## src/rtl/dds_pkg.sv

```systemverilog
// rtl/dds_pkg.sv - shared codes and constants for the DDS phase generator
package dds_pkg;

    typedef enum logic [1:0] {
        WAVE_SAW    = 2'd0,
        WAVE_SQUARE = 2'd1,
        WAVE_TRI    = 2'd2,
        WAVE_DC     = 2'd3
    } waveSel_t;

    typedef enum logic [1:0] {
        S_WAIT   = 2'd0,
        S_RUN    = 2'd1,
        S_RESYNC = 2'd2
    } ddsState_t;

    localparam logic [2:0] MODE_STOP = 3'd0;

    // Offset-binary zero for a sample of the given width
    function automatic logic [31:0] midscale(input int unsigned width);
        return 32'd1 << (width - 1);
    endfunction

endpackage

```

## src/rtl/dds_wave_shaper.sv

```systemverilog
// rtl/dds_wave_shaper.sv - registered phase-to-sample shaping stage with valid/wrap flags
module dds_wave_shaper
    import dds_pkg::*;
#(
    parameter int DATA_W = 12
) (
    input  logic              Fg_CLK,
    input  logic              Fg_RESETn,
    input  logic              iFlush,
    input  logic              iValid,
    input  logic              iWrap,
    input  logic [DATA_W-1:0] iPhase,
    input  logic [1:0]        iWaveSel,
    output logic [DATA_W-1:0] oSample,
    output logic              oSampleValid,
    output logic              oCycleWrap
);

    localparam logic [DATA_W-1:0] MID = DATA_W'(midscale(DATA_W));

    logic [DATA_W-1:0] ramp;
    logic [DATA_W-1:0] shaped;

    always_comb begin
        ramp   = {iPhase[DATA_W-2:0], 1'b0};
        shaped = MID;
        case (waveSel_t'(iWaveSel))
            WAVE_SAW:    shaped = iPhase;
            WAVE_SQUARE: shaped = iPhase[DATA_W-1] ? '0 : '1;
            WAVE_TRI:    shaped = iPhase[DATA_W-1] ? ~ramp : ramp;
            default:     shaped = MID;
        endcase
    end

    always_ff @(posedge Fg_CLK or negedge Fg_RESETn) begin
        if (!Fg_RESETn) begin
            oSample      <= MID;
            oSampleValid <= 1'b0;
            oCycleWrap   <= 1'b0;
        end else if (iFlush) begin
            oSample      <= MID;
            oSampleValid <= 1'b0;
            oCycleWrap   <= 1'b0;
        end else begin
            oSampleValid <= iValid;
            oCycleWrap   <= iValid & iWrap;
            if (iValid) begin
                oSample <= shaped;
            end
        end
    end

endmodule

```

## src/rtl/dds_phase_gen.sv

```systemverilog
// rtl/dds_phase_gen.sv - strobe-driven phase accumulator with run/resync control and tune shadowing
module dds_phase_gen
    import dds_pkg::*;
#(
    parameter int PHASE_W = 24,
    parameter int DATA_W  = 12
) (
    input  logic               Fg_CLK,
    input  logic               Fg_RESETn,
    input  logic               DDSEnable,
    input  logic               DDSReady,
    input  logic [2:0]         DDSMode,
    input  logic [PHASE_W-1:0] iTuneWord,
    input  logic               iTuneLoad,
    input  logic [1:0]         iWaveSel,
    output logic [DATA_W-1:0]  oSample,
    output logic               oSampleValid,
    output logic               oCycleWrap,
    output logic               oBusy
);

    ddsState_t          state;
    ddsState_t          nextState;
    logic               resyncCnt;
    logic [2:0]         modePrev;
    logic [PHASE_W-1:0] tuneShadow;
    logic [PHASE_W-1:0] tuneActive;
    logic [PHASE_W-1:0] phase;
    logic               phaseValid;
    logic               phaseWrap;
    logic [PHASE_W:0]   phaseSum;
    logic               stopReq;
    logic               flush;
    logic               accept;
    logic               carry;

    always_comb begin
        nextState = state;
        stopReq   = (DDSMode == MODE_STOP) || !DDSReady;
        case (state)
            S_WAIT:   if (!stopReq) nextState = S_RUN;
            S_RUN: begin
                if (stopReq)                    nextState = S_WAIT;
                else if (DDSMode != modePrev)   nextState = S_RESYNC;
            end
            S_RESYNC: begin
                if (stopReq)        nextState = S_WAIT;
                else if (resyncCnt) nextState = S_RUN;
            end
            default:  nextState = S_WAIT;
        endcase
    end

    // The cycle that leaves S_RUN already flushes, so a strobe or sample in flight never escapes
    assign flush    = (state != S_RUN) || (nextState != S_RUN);
    assign accept   = !flush && DDSEnable;
    assign phaseSum = {1'b0, phase} + {1'b0, tuneActive};
    assign carry    = phaseSum[PHASE_W];
    assign oBusy    = (state == S_RUN);

    always_ff @(posedge Fg_CLK or negedge Fg_RESETn) begin
        if (!Fg_RESETn) begin
            state     <= S_WAIT;
            resyncCnt <= 1'b0;
            modePrev  <= MODE_STOP;
        end else begin
            state     <= nextState;
            resyncCnt <= (state == S_RESYNC);
            modePrev  <= DDSMode;
        end
    end

    // A new word only takes effect at a cycle boundary or while the generator is idle
    always_ff @(posedge Fg_CLK or negedge Fg_RESETn) begin
        if (!Fg_RESETn) begin
            tuneShadow <= '0;
            tuneActive <= '0;
        end else begin
            if (iTuneLoad) begin
                tuneShadow <= iTuneWord;
            end
            if (flush) begin
                tuneActive <= tuneShadow;
            end else if (accept && carry) begin
                tuneActive <= iTuneLoad ? iTuneWord : tuneShadow;
            end
        end
    end

    always_ff @(posedge Fg_CLK or negedge Fg_RESETn) begin
        if (!Fg_RESETn) begin
            phase      <= '0;
            phaseValid <= 1'b0;
            phaseWrap  <= 1'b0;
        end else if (flush) begin
            phase      <= '0;
            phaseValid <= 1'b0;
            phaseWrap  <= 1'b0;
        end else begin
            phaseValid <= accept;
            phaseWrap  <= accept & carry;
            if (accept) begin
                phase <= phaseSum[PHASE_W-1:0];
            end
        end
    end

    dds_wave_shaper #(
        .DATA_W(DATA_W)
    ) uShaper (
        .Fg_CLK      (Fg_CLK),
        .Fg_RESETn   (Fg_RESETn),
        .iFlush      (flush),
        .iValid      (phaseValid),
        .iWrap       (phaseWrap),
        .iPhase      (phase[PHASE_W-1 -: DATA_W]),
        .iWaveSel    (iWaveSel),
        .oSample     (oSample),
        .oSampleValid(oSampleValid),
        .oCycleWrap  (oCycleWrap)
    );

endmodule

```

## config.mk

```make
export PLATFORM = sky130hd
export DESIGN_NAME = dds_phase_gen
export DESIGN_NICKNAME = d
export VERILOG_FILES = /design/src/rtl/dds_pkg.sv /design/src/rtl/dds_wave_shaper.sv /design/src/rtl/dds_phase_gen.sv
export SDC_FILE = /design/constraint.sdc
export NUM_CORES = 1
export LEC_CHECK = 0
export BUFFER_PORTS_ARGS = -buffer_cell sky130_fd_sc_hd__buf_2
export CORE_MARGIN = 5
export CORE_UTILIZATION = 55
export DETAILED_ROUTE_END_ITERATION = 6
export PLACE_DENSITY = 0.74
export SLEW_MARGIN = 0
export SYNTH_ARGS = -nofsm -noshare
export SYNTH_HDL_FRONTEND = slang
export SYNTH_HIERARCHICAL = 1
export SYNTH_SLANG_ARGS = --single-unit
```

## constraint.sdc

```tcl
create_clock -name Fg_CLK -period 5.9 [get_ports Fg_CLK]
set_input_delay 1.77 -clock Fg_CLK [delete_from_list [all_inputs] [get_ports Fg_CLK]]
set_output_delay 1.77 -clock Fg_CLK [all_outputs]
set_load 0.005 [all_outputs]
```

After elaboration in Yosys (flattened, before gate mapping) --
Index checks and enable logic that the tools add are counted. Widths: inputs -> output; s select.
Storage, ports and cells: flip-flop bits (word level) 94, latch bits 0, memory bits (writable) 0, ROM bits 0, input bits 34, word-level logic and storage cells 54, memories kept 0
Cells by class: add/subtract/negate cells 1, multipliers 0, divide/modulo/power cells 0, magnitude comparators 0, equal/unequal tests 7, shifts and indexed selects 0, mux-type cells 20, bitwise operators 3, reductions and logical operators 12
Operators with widths (count):
- $mux 24 | 5
- $mux 12 | 4
- $pmux 12 s3 | 1
- $add 24x24->25 | 1
- $not 12->12 | 1
- $mux 2 | 5
- $pmux 2 s3 | 1
- $reduce_bool 2->1 | 3
- $eq 2x1->1 const B | 2
- $eq 2x2->1 const B | 2
- $logic_not 2->1 | 2
- $mux 1 | 4
- $ne 2x1->1 const B | 2
- $logic_not 3->1 | 1
- $ne 3x3->1 | 1
- $and 1x1->1 | 2
- $logic_and 1x1->1 | 2
- $logic_not 1->1 | 2
- $logic_or 1x1->1 | 2

Longest topological paths before layout --
Gate-level depths: netlist of the first run.
depth after elaboration 11, depth in mapped cells 13, depth with buffers taken out 11

By module --
The synthesis of the first run kept the hierarchy.
By module, submodules not included:
- dds_phase_gen | instances 1, cells an instance 482, area an instance 4854.7 sq um, sequential area each 2001.9 sq um
- dds_wave_shaper | instances 1, cells an instance 75, area an instance 788.3 sq um, sequential area each 351.6 sq um

Worst setup path before layout of the first run --
Ideal clock, no wire load.
path type input port to flip-flop, from in DDSMode[0], to reg uShaper.oSample[1], library setup time 126 ps, data arrival time 3507 ps, data required time 5774 ps, setup slack 2267 ps, cell stages on the path 9, buffers on the path 3, cell sequence o31ai_1 -> nor3_2 -> inv_2 -> clkbuf_1 -> clkbuf_1 -> nor2_1 -> dlygate4sd1_1 -> nand2_1 -> o21ai_1
Between the ends: word-level cells in the longest chain between the ends 7, elaborated cells between the ends (all ways) 12, those cells by class 2 x eq/ne; 6 x mux; 4 x reduce/logical
Ends and longest elaborated chain:
- from (decl) | RTL line dds_phase_gen.sv:12 | input logic [2:0] DDSMode,
- $ne 3x3->1 / $logic_not 3->1 (equally long branches) | RTL line dds_phase_gen.sv:44, dds_phase_gen.sv:39
- $mux 2 / $logic_or 1x1->1 (equally long branches) | RTL line dds_phase_gen.sv:44, dds_phase_gen.sv:39
- $mux 2, on equally long branches | RTL line dds_phase_gen.sv:43, dds_phase_gen.sv:41, dds_phase_gen.sv:47
- $pmux 2 s3 (*) | RTL line dds_phase_gen.sv:40 | case (state)
- $ne 2x1->1 (*) | RTL line dds_phase_gen.sv:55 | assign flush = (state != S_RUN) || (nextState != S_RUN);
- $logic_or 1x1->1 (*) | RTL line dds_phase_gen.sv:55
- net flush | RTL line dds_phase_gen.sv:33 | logic flush;
- $mux 12 / $reduce_bool 2->1 (equally long branches)
- to (signal assigned) | RTL line dds_wave_shaper.sv:48 | oSample <= shaped;
- to (decl) | RTL line dds_wave_shaper.sv:14 | output logic [DATA_W-1:0] oSample,
Mark *: on every way through the listed nets, which the timed path passes. The rest lies on a longest branch. A chain may end at the register's enable or synchronous reset.

Worst setup path in the final report of the first run --
from in DDSMode[0], to reg tuneActive[18]
Between the ends: word-level cells in the longest chain between the ends 10, elaborated cells between the ends (all ways) 15, those cells by class 2 x eq/ne; 6 x mux; 7 x reduce/logical
Ends and longest elaborated chain:
- $ne 3x3->1 / $logic_not 3->1 (equally long branches) | RTL line dds_phase_gen.sv:44, dds_phase_gen.sv:39
- $mux 2 / $logic_or 1x1->1 (equally long branches) | RTL line dds_phase_gen.sv:44, dds_phase_gen.sv:39
- $mux 2, on equally long branches | RTL line dds_phase_gen.sv:43, dds_phase_gen.sv:41, dds_phase_gen.sv:47
- $pmux 2 s3 (*) | RTL line dds_phase_gen.sv:40
- $ne 2x1->1 (*) | RTL line dds_phase_gen.sv:55
- $logic_or 1x1->1 (*) | RTL line dds_phase_gen.sv:55
- $logic_not 1->1 | RTL line dds_phase_gen.sv:56 | assign accept = !flush && DDSEnable;
- $logic_and 1x1->1 | RTL line dds_phase_gen.sv:56
- $logic_and 1x1->1 | RTL line dds_phase_gen.sv:84 | end else if (accept && carry) begin
- $reduce_bool 2->1 (no line)
- to (signal assigned) | RTL line dds_phase_gen.sv:83 | tuneActive <= tuneShadow;
- to (signal assigned) | RTL line dds_phase_gen.sv:85 | tuneActive <= iTuneLoad ? iTuneWord : tuneShadow;
- to (decl) | RTL line dds_phase_gen.sv:27 | logic [PHASE_W-1:0] tuneActive;
Every way passes the cells marked *; elsewhere a longest branch is shown, timed or not.

==> results of run 1 <==
-- through the flow --
step	utilization	std cells	setup WS (ns)	hold WS (ns)	power, mW
floorplan	-	557	2.267	0.4277	0.8945
global route	0.5988	727	1.824	0.4842	1.503
CTS	0.5988	727	2.018	0.4607	1.442
detailed placement	0.5769	711	1.681	0.4400	0.9574
finish	0.5988	727	2.021	0.4580	1.431
global placement	0.5769	711	1.749	0.4300	0.9455
-- worst paths after layout --
kind | startpoint | endpoint | slack, ns | depth (start not counted)
worst max-delay path | DDSMode[0] | tuneActive[18] | 2.02 | 8
worst min register to register | phaseWrap | uShaper/oCycleWrap | 0.46 | 1
worst min-delay path | phaseWrap | uShaper/oCycleWrap | 0.46 | 1
max in group asynchronous | Fg_RESETn | phase[3] | 3.45 | 2
worst max register to register | tuneActive[0] | tuneActive[18] | 2.47 | 11
min in group asynchronous | Fg_RESETn | tuneActive[12] | 1.39 | 1
-- power breakdown --
group | total [mW] | internal, mW | switching [mW] | leakage, nW
combinational | 0.234 | 0.106 | 0.128 | 1.54
sequential | 0.713 | 0.683 | 0.0299 | 1.19
clock | 0.484 | 0.251 | 0.233 | 0.110
total | 1.43 | 1.04 | 0.391 | 2.85
-- routing by layer --
| layer | track usage | vias up | wire length (µm) |
|---|---|---|---|
| met2 | 0.3160 | 107 | 5690 |
| met5 | 0 | - | 0 |
| met4 | 0.06083 | 0 | 210 |
| li1 | - | 2116 | - |
| met3 | 0.04531 | 17 | 676 |
| met1 | 0.2813 | 2134 | 5729 |
-- registers in the layout, summed over array words and instances, names as in the netlist --
name,flops
resyncCnt,1
state,2
uShaper/oSample,12
tuneShadow,24
phaseValid,1
modePrev,3
uShaper/oCycleWrap,1
tuneActive,24
phaseWrap,1
uShaper/oSampleValid,1
phase,24
-- layout by cell type, fill, tap and decap left out, types with 5 or more instances in the layout --
cell,netlist,routed
a211oi_1,5,5
a21o_1,7,7
a21oi_1,17,17
a221o_1,24,24
a221oi_1,11,11
a31oi_1,27,27
buf_2,4,47
buf_4,1,6
clkbuf_8,0,10
dfrtp_1,93,93
ha_1,24,24
inv_1,8,8
mux2_2,24,24
mux2i_1,19,19
nand2_1,50,50
nand2b_1,5,5
nand3_1,7,7
nor2_1,37,37
nor2b_1,29,29
o21ai_0,31,31
o21ai_1,13,13
xnor2_1,16,16
xor2_1,17,17
-- logic make-up after synthesis --
logic type | share of synthesized area
AOI/OAI and AO/OA | 0.2153
xor gates and xnor gates | 0.05122
adders and majority gates | 0.05676
buffers and inverters | 0.04523
DFF | 0.4171
muxes | 0.08160
and+or+nand+nor | 0.1328
-- final cells by class --
cell class | instances | area, µm²
inverter | 10 | 37.54
timing repair buffer | 53 | 280.3
multi-input combinational | 418 | 3034
clock inverter | 5 | 81.33
fill | 869 | 4086
tap | 136 | 170.2
clock buffer | 11 | 141.4
sequential | 94 | 2354
-- synthesized netlist by cell type, types with 2 or more instances --
cell type	number	area [µm²]
nor2b_1	29	181.4
o211ai_1	4	30.03
o31ai_1	3	22.52
or2_2	3	18.77
ha_1	24	300.3
and2_1	2	12.51
o21ai_0	31	155.2
nand2b_1	5	31.28
o21a_1	4	30.03
dfrtp_1	93	2327
inv_1	8	30.03
buf_2	4	20.02
nor2_1	37	138.9
nand4_1	3	18.77
a21oi_1	17	85.08
a31oi_1	27	168.9
nor3_1	4	20.02
o41ai_2	2	32.53
a221oi_2	2	30.03
nand3_1	7	35.03
o22ai_1	3	18.77
clkbuf_1	18	67.56
xnor2_1	16	140.1
a21o_1	7	52.55
inv_2	2	7.510
a221o_1	24	240.2
mux2i_1	19	190.2
xor2_1	17	148.9
nand3b_1	2	15.01
mux2_2	24	270.3
a211oi_1	5	37.54
a221oi_1	11	96.34
buf_6	8	90.09
nand2_1	50	187.7
o21ai_1	13	65.06
-- worst max-delay path, delay by kind of cell --
family | cells | cell delay, ns
simple gates | 4 | 1.59
xor+xnor | 1 | 0.17
compound gates | 1 | 0.18
buf+inv | 2 | 0.47
==> results.md, run 1 <==
- The total routed wirelength is 12.31 mm.
- Input and output buffers added on the ports amount to 48.
- The number of buffers on the longest clock path is 2.
- STA classifies the critical path endpoint as a flip-flop.
- The floorplan step set the die width to 111.3 µm.
- Setup repair after global routing left no endpoint under its margin.
- The sequential fraction of the synthesis area is 0.4171.
- The remaining number of nets flagged by the antenna check after routing is 0.
- The detail-routed net length per standard cell is 16.93 µm.
- The clock-pin transition on the worst setup and hold timing paths is 0.09 ns.
- Counting flops with a built-in enable in the synthesized netlist gives 0.
- The post-synthesis register bit count is 94.
- The worst endpoint data arrival time is 4.18 ns.
- The first global-routing pass estimated 20.54 mm of wire.
- The worst-case IR drop observed on VDD is 147.9 µV.
- The area after detailed placement is 5876 µm².
- The type of the tightest min-delay check is flip-flop to flip-flop.
- Among all stages on the critical path, the largest delay is contributed by nor2_1.
- The clock period minus final worst setup slack is 3.879 ns.
- The type of the worst setup path is input pin to flip-flop.
- The tool flagged a number of max-cap violations equal to 0.
- In the synthesized netlist the async set-or-reset flop fraction comes to 1.000.
- The synthesis warning total is 6.
- The actual slew at the worst max-slew pin is 1.038 ns.
- Entering global routing, the biggest net connects 81 pins.
- The overall fraction of global-route tracks in use is 0.2019.
- At the end of routability-driven placement, the weighted congestion stood at 0.9253.
- The core region is 10180 µm².
- The number of nets in the final layout is 645.
- Counting the buffers created by CTS gives 9.
- For this run, the slowest stage of the critical path takes 0.76 ns.
- In this run the tightest slew margin relative to its limit is 0.3083.
- Dividing the final minimum period by the clock period gives 0.6574.
- The buffers inserted during post-CTS setup optimization is 0.
- The power density over the cells is 234.7 nW/µm².
- The number of top-level pins is 49.
- For this configuration, the core starts out at a cell density of 0.5541.
- Averaged over all synthesized cells, the footprint is 10.13 µm².
- The die covers 12390 µm².
- The via count of the first global-routing pass was 4244.
- The timing-limited maximum frequency is 0.2578 GHz.
- The latest clock arrival within the worst-skew pair is 0.37 ns.
- Setup violations remaining at the end of the flow were counted as 0.
- With fillers left out, the area of the finished cells amounts to 6098 µm².
- The detailed router finished its first iteration with 215 violations.
- The number of failing hold endpoints at the final stage was 0.
- In the synthesized netlist, the number of instances is 557.
- The cell area after technology mapping is 5643 µm².
- STA puts the critical path data required time at 6.20 ns.
- The number of search-and-repair iterations in the first detailed-routing pass is 4.
- The predominant post-synthesis flop cell is dfrtp_1.
- The quantity of hold-fixing buffers added after cts is 0.
- The flow ran to the end, and the final reports show no timing, DRC or antenna violations.
- The number of antenna violations at the first check in global routing is 0.
- The count of unique library cells instantiated by Yosys is 64.
- After routing, the total negative slack on setup checks comes to 0 ns.
- Clock skew on the completed layout was measured at 0.009408 ns.
- For this design the static power due to leakage is 2.846 nW.
- The tree built by TritonCTS fans out to 94 sinks.
- The remaining global-route overflow is 0.
- The area added between synthesis and finish is 8.071%.
- The die extent in y is 111.3 µm.
- The critical path goes through buf_2 > xnor2_1 > nand3_1 > nor3_2 > nand2_1 > nor2_1 > buf_4 > a221o_1.
- The number of gates resized after CTS was 0.
- The number of core rows is 37.
- The root buffer cell chosen for the clock tree is clkbuf_8.
- The remaining design rule violation count is 0.
- The ratio of routed vias to standard cells is 6.017.
- In the final layout, the share of cells above drive strength 1 is 0.1895.
- The critical path launch point type is an input pin.
- The count of final max-slew check failures came to 0.
- The post-DP HPWL is 8.368 mm.
- The number of antenna repair diodes is 0.
- CTS built an H-tree with a depth of 3.
- The detailed-route via count is 4374.
- The highest fanout seen on the critical path is 14.
- The number of nets produced by synthesis is 616.
- The CTS tree is yes.
No activity file was read; power rests on OpenSTA's default activity.
==> run 2, diff against run 1 <==
- clock period: 5.9 -> 3.8 ns (I/O delays scaled with it)
==> results.md, run 2 (synthesized netlist as in run 1, its figures left out) <==
- The met3 global-route usage is 0.03439 (was 0.04531).
- The number of buffer cells added on primary ports was 48 (unchanged).
- The leakage dissipation came to 2.851 nW (was 2.846 nW).
- The timing-limited maximum frequency is 0.2898 GHz.
- The ratio of routed vias to standard cells was 6.021 (was 6.017).
- The area added between synthesis and finish is 7.960% (was 8.071%).
- The detail-routed net length per standard cell is 16.66 µm (was 16.93 µm).
- The flop-to-flop setup slack was 0.35 ns (was 2.47 ns).
- The number of antenna violations at the first check in global routing is 0 (unchanged).
- The area of the core is 10180 µm² (unchanged).
- The total routed wirelength is 12.13 mm (was 12.31 mm).
- The clock-pin transition on the worst setup and hold timing paths is 0.09 ns (about the same).
- The overall fraction of global-route tracks in use is 0.2001 (was 0.2019).
- The number of search-and-repair iterations in the first detailed-routing pass is 5 (was 4).
- The setup TNS is 0 ns (unchanged).
- The layout filler cell count is 898 (was 869).
- The largest clock skew in the final design is 0.006775 ns (was 0.009408 ns).
- The actual slew at the worst max-slew pin is 1.143 ns (was 1.038 ns).
- The quantity of hold-fixing buffers added after cts is 0 (unchanged).
- The number of antenna repair diodes is 0 (unchanged).
- The combinational fraction of design power came to 0.178 (was 0.163).
- The DRC violation total after the first TritonRoute iteration is 259 (was 215).
- The first-pass GRT wire length is 20.64 mm (was 20.54 mm).
- The max-slew headroom at the worst pin is 0.2379 (was 0.3083).
- The clock power share is 0.286 (was 0.338).
- Regs by FF count: phase: 24 flops, tuneActive: 24 flops, tuneShadow: 24 flops (unchanged).
- The latest clock arrival within the worst-skew pair is 0.36 ns (was 0.37 ns).
- The required time reported for the critical path endpoint is 4.04 ns (was 6.20 ns).
- The number of H-tree branching levels is 3 (unchanged).
- The number of failing hold endpoints at the final stage is 0 (unchanged).
- The remaining global-route overflow is 0 (unchanged).
- The number of top-level pins is 49 (unchanged).
- The most common library cell in the layout ignoring fill and taps is dfrtp_1 (unchanged).
- The die width is 111.3 µm (unchanged).
- The initial standard-cell utilization of the core is 0.5541 (unchanged).
- The pin count of the biggest net entering global routing is 95 (was 81).
- The remaining number of nets flagged by the antenna check after routing was 0 (unchanged).
- The part of the power in registers was 0.536 (was 0.498).
- The highest fanout seen on the critical path is 25 (was 14).
- Commonest cells after routing, fill and taps aside: dfrtp_1 (93), nand2_1 (50), buf_2 (47) (unchanged).
- The buffers inserted during post-CTS setup optimization is 0 (unchanged).
- The routing usage on met1 is 0.2759 (was 0.2813).
- The number of core rows came to 37 (unchanged).
- The worst endpoint data arrival time came to 3.69 ns (was 4.18 ns).
- The number of buffers on the longest clock path is 2 (unchanged).
- For the finished layout, the period the worst path requires is 3.451 ns.
- The peak ir drop on the vdd network was 198.0 µV (was 147.9 µV).
- The number of nets in the final layout is 649 (was 645).
- The post-cts gate resize count is 0 (unchanged).
- The routing usage on met2 is 0.3185 (was 0.3160).
- The root buffer cell is clkbuf_8 (unchanged).
- The remaining design rule violation count is 0 (unchanged).
- The critical path launch point type is a flip-flop (was input pin).
- RSZ-0062 raised after global routing: false (unchanged).
- Of the available clock period, the critical path in the final layout requires 0.9082.
- The number of maximum-capacitance violations came to 0 (unchanged).
- The net switching power of the design is 578.3 µW (was 391.2 µW).
- The design internal power came to 1.491 mW (was 1.040 mW).
- The die extent in y was 111.3 µm (unchanged).
- The count of final max-slew check failures is 0 (unchanged).
- The fraction of final layout cells sized beyond drive strength 1 is 0.1926 (was 0.1895).
- The TritonCTS sink count is 94 (unchanged).
- The worst hold slack is 0.4590 ns (was 0.4580 ns).
- Status: complete, no violations (unchanged).
- The number of buffers inserted during clock tree synthesis was 9 (unchanged).
- The post-DP HPWL was 8.431 mm (was 8.368 mm).
- The CTS tree is yes (unchanged).
- The final setup violation count is 0 (unchanged).
- The type of the worst setup path is flip-flop to flip-flop (was input pin to flip-flop).
- The area of the die is 12390 µm² (unchanged).
- The routability congestion estimate is 0.9002 (was 0.9253).
- The global routing's busiest layer is met2 (unchanged).
- The fraction of power spent switching nets is 0.2795 (was 0.2733).
- The endpoint class of the critical path is a flip-flop (unchanged).
- The via count of the first global-routing pass is 4276 (was 4244).
- The type of the tightest min-delay check is flip-flop to flip-flop (unchanged).
- The power density over the cells is 339.6 nW/µm² (was 234.7 nW/µm²).
- The detailed-route via count is 4383 (was 4374).
[run 2: cell types whose count changed in the layout (fill, tap and decap cells not counted), sizes merged]
cell / before / now
bufinv: 2 / 0
clkinv: 1 / 2
clkinvlp: 1 / 0
buf: 53 / 57
inv: 11 / 10
[run 2: metrics by stage]
stage                     utilization  power, mW  setup WS (ns)  area, µm²  cells
after floorplan                     -      1.389         0.7970       5643    557
after global placement         0.5823      1.475         0.3896       5931    715
final                          0.5982      2.069         0.3489       6092    728
after global routing           0.5982      2.181         0.1096       6092    728
after CTS                      0.5982      2.085         0.3587       6092    728
after detailed placement       0.5823      1.492         0.3085       5931    715
[run 2: path summary, 6_finish.rpt]
path                            from                   to  cells after the start
max                        phase[17]       tuneActive[19]                     10
min                        phaseWrap   uShaper/oCycleWrap                      1
max reg2reg                phase[17]       tuneActive[19]                     10
min reg2reg                phaseWrap   uShaper/oCycleWrap                      1
max in group asynchronous  Fg_RESETn  uShaper/oSample[11]                      2
min in group asynchronous  Fg_RESETn        tuneShadow[9]                      2
[run 2: worst max-delay path, stage by stage (launching register included)]
cell and delay (ns):
dfrtp_1 0.44, ha_1 0.47, a21o_1 0.17, a21o_1 0.11, a21o_1 0.12, a211oi_2 0.08, o31ai_4 0.91, inv_2 0.06
and3_1 0.35, buf_4 0.26, a221o_1 0.36
[run 2: final cells by class]
class	count	area [µm²]	area share
clock buffers	11	151.4	0.02485
clock inverters	2	10.01	0.001643
inverters	10	37.54	0.006161
multi-input cells	418	3034	0.4980
flip-flops and latches	94	2354	0.3863
well taps	136	170.2	0.02793
repair buffers	57	335.3	0.05504
[run 2: power by group through the flow]
stage	Sequential [mW]	Combinational, mW	Clock, mW
after floorplan	1.11	0.279	0
after global placement	1.12	0.352	0
after detailed placement	1.13	0.366	0
after CTS	1.11	0.368	0.610
after global routing	1.12	0.415	0.649
final	1.11	0.368	0.593
[run 2: per-layer routing]
layer | part of all wire | vias up
met2 | 0.46 | 108
met3 | 0.052 | 21
li1 | - | 2111
met1 | 0.47 | 2143
met5 | 0 | -
met4 | 0.018 | 0
